## src/rtl/fifo_arb_pkg.sv

```systemverilog
`default_nettype none
// +----------------------------------------------------------------------------+
// | Package   : fifo_arb_pkg                                                   |
// | Purpose   : Shared types and width helpers for the round-robin FIFO write  |
// |             arbiter and its priority picker.                               |
// | Contents  : arb_state_t   - arbiter FSM states (IDLE, BURST)               |
// |             idx_width()   - index width for N items, minimum 1 bit         |
// |             cnt_width()   - counter width able to hold 0..max inclusive    |
// | Revision  : 1.0  initial release                                           |
// +----------------------------------------------------------------------------+
package fifo_arb_pkg;

  typedef enum logic [0:0] {
    IDLE  = 1'b0,
    BURST = 1'b1
  } arb_state_t;

  // Width of an index selecting one of n items; a single item still needs a wire.
  function automatic int unsigned idx_width(input int unsigned n);
    return (n <= 1) ? 1 : $clog2(n);
  endfunction

  // Width of a counter that must represent every value 0..max_val.
  function automatic int unsigned cnt_width(input int unsigned max_val);
    return (max_val < 1) ? 1 : $clog2(max_val + 1);
  endfunction

endpackage : fifo_arb_pkg
`default_nettype wire

```

## src/rtl/rr_priority_picker.sv

```systemverilog
`default_nettype none
// +----------------------------------------------------------------------------+
// | Module    : rr_priority_picker                                             |
// | Purpose   : Combinational rotating priority encoder. Scans the request     |
// |             vector starting one past the previous grant and returns the    |
// |             first active requester, wrapping modulo NUM_REQ.               |
// | Ports     : req        in  NUM_REQ  active requests                        |
// |             last_grant in  IDX_W    index of the most recent grant         |
// |             grant      out IDX_W    winning index (0 when no request)      |
// |             any_req    out 1        at least one request is active         |
// | Revision  : 1.0  initial release                                           |
// +----------------------------------------------------------------------------+
module rr_priority_picker #(
  parameter int NUM_REQ = 4,
  parameter int IDX_W   = 2
) (
  input  logic [NUM_REQ-1:0] req,
  input  logic [IDX_W-1:0]   last_grant,
  output logic [IDX_W-1:0]   grant,
  output logic               any_req
);

  logic [IDX_W-1:0] w_cand;

  // Walk candidates from farthest (last_grant+NUM_REQ == last_grant) down to
  // nearest (last_grant+1); the last hit written is the highest-priority one.
  always_comb begin
    grant   = '0;
    w_cand  = '0;
    any_req = |req;
    for (int k = NUM_REQ; k >= 1; k--) begin
      w_cand = IDX_W'((int'(last_grant) + k) % NUM_REQ);
      if (req[w_cand]) begin
        grant = w_cand;
      end
    end
  end

endmodule : rr_priority_picker
`default_nettype wire

```

## src/rtl/fifo_rr_write_arbiter.sv

```systemverilog
`default_nettype none
// +----------------------------------------------------------------------------+
// | Module    : fifo_rr_write_arbiter                                          |
// | Purpose   : Shares one synchronous FIFO write port among NUM_REQ producers |
// |             with round-robin arbitration and bursts of at most MAX_BURST   |
// |             beats per grant. Handshake to FIFO write has zero latency.     |
// | Ports     : FCLK          in  1                 clock, rising edge         |
// |             FRSTN         in  1                 async reset, active low    |
// |             REQ_VALID     in  NUM_REQ           per-requester valid        |
// |             REQ_DATA      in  NUM_REQ*DATA_W    packed payloads            |
// |             REQ_READY     out NUM_REQ           per-requester accept       |
// |             FIFO_FULL     in  1                 FIFO full flag             |
// |             FIFO_WR_EN    out 1                 FIFO write enable          |
// |             FIFO_DATA_IN  out DATA_WIDTH        FIFO write data            |
// |             GRANT_ID      out idx_width(NUM_REQ) current owner index       |
// |             BUSY          out 1                 a grant is held            |
// | Revision  : 1.0  initial release                                           |
// +----------------------------------------------------------------------------+
module fifo_rr_write_arbiter
  import fifo_arb_pkg::*;
#(
  parameter int NUM_REQ    = 4,
  parameter int DATA_WIDTH = 8,
  parameter int MAX_BURST  = 4
) (
  input  logic                            FCLK,
  input  logic                            FRSTN,
  input  logic [NUM_REQ-1:0]              REQ_VALID,
  input  logic [NUM_REQ*DATA_WIDTH-1:0]   REQ_DATA,
  output logic [NUM_REQ-1:0]              REQ_READY,
  input  logic                            FIFO_FULL,
  output logic                            FIFO_WR_EN,
  output logic [DATA_WIDTH-1:0]           FIFO_DATA_IN,
  output logic [idx_width(NUM_REQ)-1:0]   GRANT_ID,
  output logic                            BUSY
);

  localparam int IDX_W  = idx_width(NUM_REQ);
  localparam int BEAT_W = cnt_width(MAX_BURST);
  localparam logic [BEAT_W-1:0] C_MAX_BEAT  = BEAT_W'(MAX_BURST);
  localparam logic [IDX_W-1:0]  C_LAST_INIT = IDX_W'(NUM_REQ - 1);

  arb_state_t        r_state,      w_state_nxt;
  logic [IDX_W-1:0]  r_owner,      w_owner_nxt;
  logic [IDX_W-1:0]  r_last_grant, w_last_grant_nxt;
  logic [BEAT_W-1:0] r_beat_cnt,   w_beat_cnt_nxt;

  logic [IDX_W-1:0]      w_pick;
  logic                  w_any_req;
  logic                  w_busy;
  logic                  w_owner_valid;
  logic                  w_xfer;
  logic [BEAT_W-1:0]     w_beat_inc;
  logic [DATA_WIDTH-1:0] w_slice [NUM_REQ];

  rr_priority_picker #(
    .NUM_REQ (NUM_REQ),
    .IDX_W   (IDX_W)
  ) u_picker (
    .req        (REQ_VALID),
    .last_grant (r_last_grant),
    .grant      (w_pick),
    .any_req    (w_any_req)
  );

  // Unpack the payload bus so the owner's slice is a plain array lookup.
  generate
    for (genvar i = 0; i < NUM_REQ; i++) begin : g_slice
      assign w_slice[i] = REQ_DATA[i*DATA_WIDTH +: DATA_WIDTH];
    end
  endgenerate

  assign w_busy        = (r_state == BURST);
  assign w_owner_valid = REQ_VALID[r_owner];
  assign w_xfer        = w_busy && w_owner_valid && !FIFO_FULL;
  assign w_beat_inc    = r_beat_cnt + BEAT_W'(1);

  // READY is one-hot on the owner, or all-zero when idle or stalled by FULL.
  generate
    for (genvar i = 0; i < NUM_REQ; i++) begin : g_ready
      assign REQ_READY[i] = w_busy && !FIFO_FULL && (r_owner == IDX_W'(i));
    end
  endgenerate

  assign FIFO_WR_EN   = |(REQ_VALID & REQ_READY);
  assign FIFO_DATA_IN = w_busy ? w_slice[r_owner] : '0;
  assign GRANT_ID     = r_owner;
  assign BUSY         = w_busy;

  always_ff @(posedge FCLK or negedge FRSTN) begin
    if (!FRSTN) begin
      r_state      <= IDLE;
      r_owner      <= '0;
      r_last_grant <= C_LAST_INIT;
      r_beat_cnt   <= '0;
    end else begin
      r_state      <= w_state_nxt;
      r_owner      <= w_owner_nxt;
      r_last_grant <= w_last_grant_nxt;
      r_beat_cnt   <= w_beat_cnt_nxt;
    end
  end

  always_comb begin
    w_state_nxt      = r_state;
    w_owner_nxt      = r_owner;
    w_last_grant_nxt = r_last_grant;
    w_beat_cnt_nxt   = r_beat_cnt;
    case (r_state)
      IDLE: begin
        // Granting takes this whole cycle; the first beat moves next cycle.
        if (w_any_req) begin
          w_state_nxt      = BURST;
          w_owner_nxt      = w_pick;
          w_last_grant_nxt = w_pick;
          w_beat_cnt_nxt   = '0;
        end
      end
      BURST: begin
        if (!w_owner_valid) begin
          // Owner withdrew: release regardless of FULL so others can proceed.
          w_state_nxt    = IDLE;
          w_beat_cnt_nxt = '0;
        end else if (w_xfer) begin
          if (w_beat_inc == C_MAX_BEAT) begin
            w_state_nxt    = IDLE;
            w_beat_cnt_nxt = '0;
          end else begin
            w_beat_cnt_nxt = w_beat_inc;
          end
        end
        // Owner valid but FIFO full: hold everything, no timeout.
      end
      default: begin
        w_state_nxt    = IDLE;
        w_beat_cnt_nxt = '0;
      end
    endcase
  end

endmodule : fifo_rr_write_arbiter
`default_nettype wire

```

## config.mk

```make
export PLATFORM = sky130hd
export DESIGN_NAME = fifo_rr_write_arbiter
export DESIGN_NICKNAME = d
export VERILOG_FILES = /design/src/rtl/fifo_arb_pkg.sv /design/src/rtl/rr_priority_picker.sv /design/src/rtl/fifo_rr_write_arbiter.sv
export SDC_FILE = /design/constraint.sdc
export NUM_CORES = 1
export LEC_CHECK = 0
export CELL_PAD_IN_SITES_DETAIL_PLACEMENT = 0
export CELL_PAD_IN_SITES_GLOBAL_PLACEMENT = 2
export CORE_MARGIN = 5
export CORE_UTILIZATION = 17
export CTS_CLUSTER_SIZE = 24
export DETAILED_ROUTE_END_ITERATION = 10
export PLACE_DENSITY_LB_ADDON = 0.1
export SETUP_SLACK_MARGIN = 0.02
export SLEW_MARGIN = 20
export SYNTH_ARGS = -nofsm -noshare
export SYNTH_HDL_FRONTEND = slang
export SYNTH_SLANG_ARGS = --single-unit
```

## constraint.sdc

```tcl
create_clock -name FCLK -period 1.47 [get_ports FCLK]
set_input_delay 0.294 -clock FCLK [delete_from_list [all_inputs] [get_ports FCLK]]
set_output_delay 0.294 -clock FCLK [all_outputs]
set_load 0.05 [all_outputs]
```

== Word level (Yosys, flattened, before mapping) ==
Index checks and enable logic that the tools add are counted.

* Add/sub/neg operators: 5
* Order comparisons: 6
* Eq/ne operators: 6
* Mux-type cells: 28
* Bitwise logic cells: 3
* Reductions and logical operators: 13

{| class="wikitable"
|+ Operators by type and width
! cell !! number
|-
| $mux W8 || 3
|-
| $bmux W8 S2 || 1
|-
| $lt A2 B3 Y1 const B || 5
|-
| $mux W3 || 4
|-
| $bmux W1 S2 || 5
|-
| $mux W1 || 9
|-
| $mux W2 || 4
|-
| $reduce_or A4 Y1 || 2
|-
| $logic_and A1 B1 Y1 || 7
|-
| $pmux W3 S2 || 1
|-
| $add A2 B1 Y2 const B || 2
|-
| $add A2 B2 Y2 const B || 2
|-
| $and A4 B4 Y4 || 1
|-
| $eq A2 B2 Y1 const B || 2
|-
| $reduce_and A2 Y1 || 2
|-
| $add A3 B1 Y3 const B || 1
|-
| $eq A3 B3 Y1 const B || 1
|-
| $ge A3 B3 Y1 const B || 1
|-
| $ne A3 B2 Y1 const B || 1
|-
| $not A2 Y3 || 1
|-
| $eq A2 B1 Y1 const B || 1
|-
| $logic_not A2 Y1 || 1
|-
| $ne A2 B1 Y1 const B || 1
|-
| $pmux W1 S2 || 1
|-
| other kinds (2) || 2
|}

* Bits in registers: 8
* Input port bits: 39
* Output and inout port bits: 16
* Logic and storage cells: 65

== Logic depth before layout (Yosys ltp) ==
Gate-level depths: netlist (run 1).

* Depth after elaboration: 7
* Gate-level depth with buffers: 6
* Gate-level depth less buffers: 5

== By module ==
From an unflattened synthesis (run 1), not the netlist that was laid out.

* Cells, all modules: 82
* Area total of the unflattened synthesis: 818.3 um^2

{| class="wikitable"
|+ By module, submodules not included
! module !! times used !! cells each !! area an instance (um^2) !! sequential area each (um^2)
|-
| fifo_rr_write_arbiter || 1 || 68 || 726.9 || 202.7
|-
| rr_priority_picker || 1 || 14 || 91.3 || 0.0
|}

== Worst setup path before layout (run 1) ==
No wires, ideal clock.

* Path kind: register -> output
* Start point: register r_state, in the netlist BUSY
* End point: output port REQ_READY[0]
* Arrival: 2.311 ns
* Required time: 1.176 ns
* Setup slack: -1.135 ns
* Cell stages (with the launch flop): 4
* Path buffers: 1
* Cell sequence: dfrtp_1 clkbuf_1 nor2b_1 nor3b_1

* Longest elaborated chain between the ends: 2

{| class="wikitable"
|+ Ends and longest elaborated chain
! element !! RTL line !! text
|-
| start: declaration || fifo_rr_write_arbiter.sv:43 || <nowiki>arb_state_t r_state, w_state_nxt;</nowiki>
|-
| start signal: assignment || fifo_rr_write_arbiter.sv:97 || <nowiki>r_state <= w_state_nxt;</nowiki>
|-
| $logic_and A1 B1 Y1 (2 in a row) || fifo_rr_write_arbiter.sv:81 || <nowiki>assign REQ_READY[i] = w_busy && !FIFO_FULL && (r_owner == IDX_W'(i));</nowiki>
|-
| end: declaration || fifo_rr_write_arbiter.sv:30 || <nowiki>output logic [NUM_REQ-1:0] REQ_READY,</nowiki>
|}

No other way between the ends.

== Worst setup path after layout (run 1) ==
* Start point: register r_owner[0], in the netlist GRANT_ID[0]
* End point: output port FIFO_DATA_IN[6]

* Longest elaborated chain between the ends: 5

{| class="wikitable"
|+ Ends and longest elaborated chain
! element !! RTL line !! text
|-
| start: declaration || fifo_rr_write_arbiter.sv:44 || <nowiki>logic [IDX_W-1:0] r_owner, w_owner_nxt;</nowiki>
|-
| start signal: assignment || fifo_rr_write_arbiter.sv:98 || <nowiki>r_owner <= w_owner_nxt;</nowiki>
|-
| $not A2 Y3 (not written as such) || fifo_rr_write_arbiter.sv:86 || <nowiki>assign FIFO_DATA_IN = w_busy ? w_slice[r_owner] : '0;</nowiki>
|-
| $bmux W8 S2 || fifo_rr_write_arbiter.sv:86 ||
|-
| $mux W8 (not written as such) (2 in a row) || fifo_rr_write_arbiter.sv:86 ||
|-
| $mux W8 || fifo_rr_write_arbiter.sv:86 ||
|-
| end: declaration || fifo_rr_write_arbiter.sv:33 || <nowiki>output logic [DATA_WIDTH-1:0] FIFO_DATA_IN,</nowiki>
|}

No other way between the ends. The select of a mux whose other input is x is not followed.

==> impl_metrics.ini, run 1 <==
[outcome]
status = complete, but fails checks
violations = negative setup slack

[place]
port-buffer-count = 54
place_ws_ns = -0.349
place_area_sq_um = 1670
dp_hpwl_mm = 2.34
routabilityCongestion = 0.721
dp_cells = 214

[synthesis]
avgSynthCellArea_sq_um = 10.0
ys.flop_type = dfrtp_1
yosys.area.top_type = dfrtp_1
synth_fp_nets = 123
synth_top_area_share_pct = 18.2
yosysWarnings = 0
ys_async_sr_fraction_pct = 100
syn-cell-area_sq_um = 823
syn_inst = 82
synth_edf_count = 0
seq_area_frac_synth_pct = 24.6
ys_types = 33
synth_seq_cells = 8
yosys-top-cells-area = dfrtp_1 (18%), mux4_1 (13%), mux4_2 (11%), dfstp_2 (6.4%), and2_1 (6.1%)

[worst_hold_path]
hp-class = primary input to async pin

[global_routing]
grt_usage_pct = 9.62
grt_overflow_total = 0
grt_max_degree = 9
grt_pass1_vias = 939
grt_pass1_wl_mm = 4.66
antenna_found_initial = 0

[clocking]
clockRootBuffer = clkbuf_8
cts_hold_buf = 0
clk_latency_ns = 0.23
cts_max_level = 1
cts_sinks = 8
clkTransAtPathRegs_ns = 0.04
cts_buffer_depth = 2
cts_tree = yes
cts_buffers = 3

[finish]
layout-drive-gt1-share_pct = 52.5
final_common_cell = clkdlybuf4s50_1
fin_area_sq_um = 1910
nNetsFinal = 202
nFillCells = 462
antenna_cells = 0
fin_cells = 227
area_growth_pct = 132
layout_common_cells = clkdlybuf4s50_1 (33), buf_6 (15), buf_4 (15), buf_12 (10)

[floorplanning]
num_rows = 25
initial_core_util_pct = 17.4
dieHeight_microns = 79.6
die-area_sq_um = 6330
pin_count = 55
die_w_microns = 79.6
core_area_sq_um = 4720

[critical_path]
worstPathRequired_ns = 1.18
critPathLaunchType = flip-flop
path_class = flip-flop to output port
r2r_slack_ns = 0.03
crit_path_end_kind = output port
arrival_ns = 1.53
cp_max_fo = 3

[timing]
skew_ns = 0.00244
hold_viol = 0
timing.final.crit_share_pct = 124
max_freq_ghz = 0.549
worst_pin_slew_ns = 0.379
fin_ws_ns = -0.350
setup_viol = 14
max-slew-margin-rel_pct = 74.6
rsz0062_at_grt = yes
slew_violations = 0
period_needed_ns = 1.82

[drt]
drc_errors = 0
ant_nets = 0
dr.first_iter.drc_count = 15
wl_mm = 2.96
wire_per_inst_microns = 13.1
via_per_inst = 4.03
drt_pass1_iterations = 2
via_count = 915

[power]
total_power_mw = 3.94
vdd_drop_max_uv = 750
combPwrFrac_pct = 80.6
intPower_mw = 2.23
power_density_nw_per_um2 = 2060
clkPwrFrac_pct = 7.2
p_switching_mw = 1.70
switching_share_pct = 43.2
leakage_nw = 0.820
power_frac_seq_pct = 12.2

[run]
maxCapViolCount = 0
[state kept, by name (all words and copies together), names as in the netlist]
register      flops
r_beat_cnt        3
GRANT_ID          2
r_last_grant      2
BUSY              1
[routing by layer]
layer / up-vias / part of all wire, % / GRT usage, %
li1: 451 / - / -
met1: 427 / 43 / 11.4
met2: 32 / 48 / 16.5
met3: 5 / 7.1 / 2.14
met4: 0 / 1.6 / 4.12
met5: - / 0 / 0
[synthesized netlist by cell type, types with 2 or more instances]
master and instances:
a21o_1 4, nand2b_1 2, nor2b_1 5, inv_1 4, o21ai_0 6, buf_2 3
mux2i_1 2, nand2_1 7, and2_1 8, dfrtp_1 6, mux4_2 4, a21oi_1 3
ha_1 2, mux4_1 4, dfstp_2 2, nor2_1 3
[path summary, 6_finish.rpt]
path                                  from         endpoint  depth (start not counted)
min in group FCLK          r_last_grant[0]  r_last_grant[0]                          1
max in group asynchronous            FRSTN  r_last_grant[0]                          1
min                                  FRSTN    r_beat_cnt[1]                          1
min reg2reg                r_last_grant[0]  r_last_grant[0]                          1
max                            GRANT_ID[0]  FIFO_DATA_IN[6]                          4
max reg2reg                    GRANT_ID[1]    r_beat_cnt[1]                          5
[worst max-delay path, cell delays in order (launching register included)]
cell and delay (ns):
dfrtp_2 0.38, buf_4 0.14, mux4_2 0.49, and2_4 0.15
buf_6 0.14
[area by class of cell]
cell class / instances / area, sq um / share of cell area (%)
Timing Repair Buffer: 80 / 890 / 46.5
Multi-Input combinational cell: 64 / 673 / 35.2
Sequential cell: 8 / 206 / 10.8
Tap cell: 67 / 83.8 / 4.38
Clock buffer: 4 / 45.0 / 2.35
Inverter: 4 / 15.0 / 0.785
[metrics by stage]
stage | utilization (%) | TNS (ns) | hold slack (ns)
after floorplan | - | -2.96 | -0.00159
after global placement | 35.4 | -6.14 | 0.527
after detailed placement | 35.4 | -6.21 | 0.534
after CTS | 40.1 | -4.02 | 0.361
after global routing | 40.5 | -4.65 | 0.382
final | 40.5 | -3.91 | 0.349
[power groups by stage]
stage          sequential, mW  clock [mW]  combinational (mW)
2_1_floorplan           0.557           0                1.60
3_3_place_gp            0.529           0                2.60
3_5_place_dp            0.533           0                2.60
4_1_cts                 0.486       0.297                3.18
5_1_grt                 0.497       0.312                3.35
6_report                0.482       0.282                3.17
[cell families after synthesis]
kind of cell | after synthesis | share of synthesized area (%)
XOR/XNOR | 1 | 1.06
adder cells (fa/ha/maj) | 2 | 3.04
AND/OR/NAND/NOR | 34 | 23.4
AO/OA/AOI/OAI | 17 | 14.4
buffers and inverters | 10 | 7.29
multiplexers | 10 | 26.1
flip-flops | 8 | 24.6
[what timing repair did]
action                                  CTS  global route
resized for setup                        44             3
buffers inserted                          8             1
endpoints found under the setup margin   21            20
pin swaps                                 4             2
cloned                                    0             0
No activity file was read; power rests on OpenSTA's default activity.
==> run 2: changes to the inputs <==
--- a/config.mk
+++ b/config.mk
@@ -11,6 +11,7 @@
 export CORE_UTILIZATION = 17
 export CTS_CLUSTER_SIZE = 24
 export DETAILED_ROUTE_END_ITERATION = 10
+export HOLD_SLACK_MARGIN = 0.03
 export PLACE_DENSITY_LB_ADDON = 0.1
 export SETUP_SLACK_MARGIN = 0.02
 export SLEW_MARGIN = 20
==> results of run 2 <==
Same layout as run 1: the final DEF is identical, and so are final timing and power.
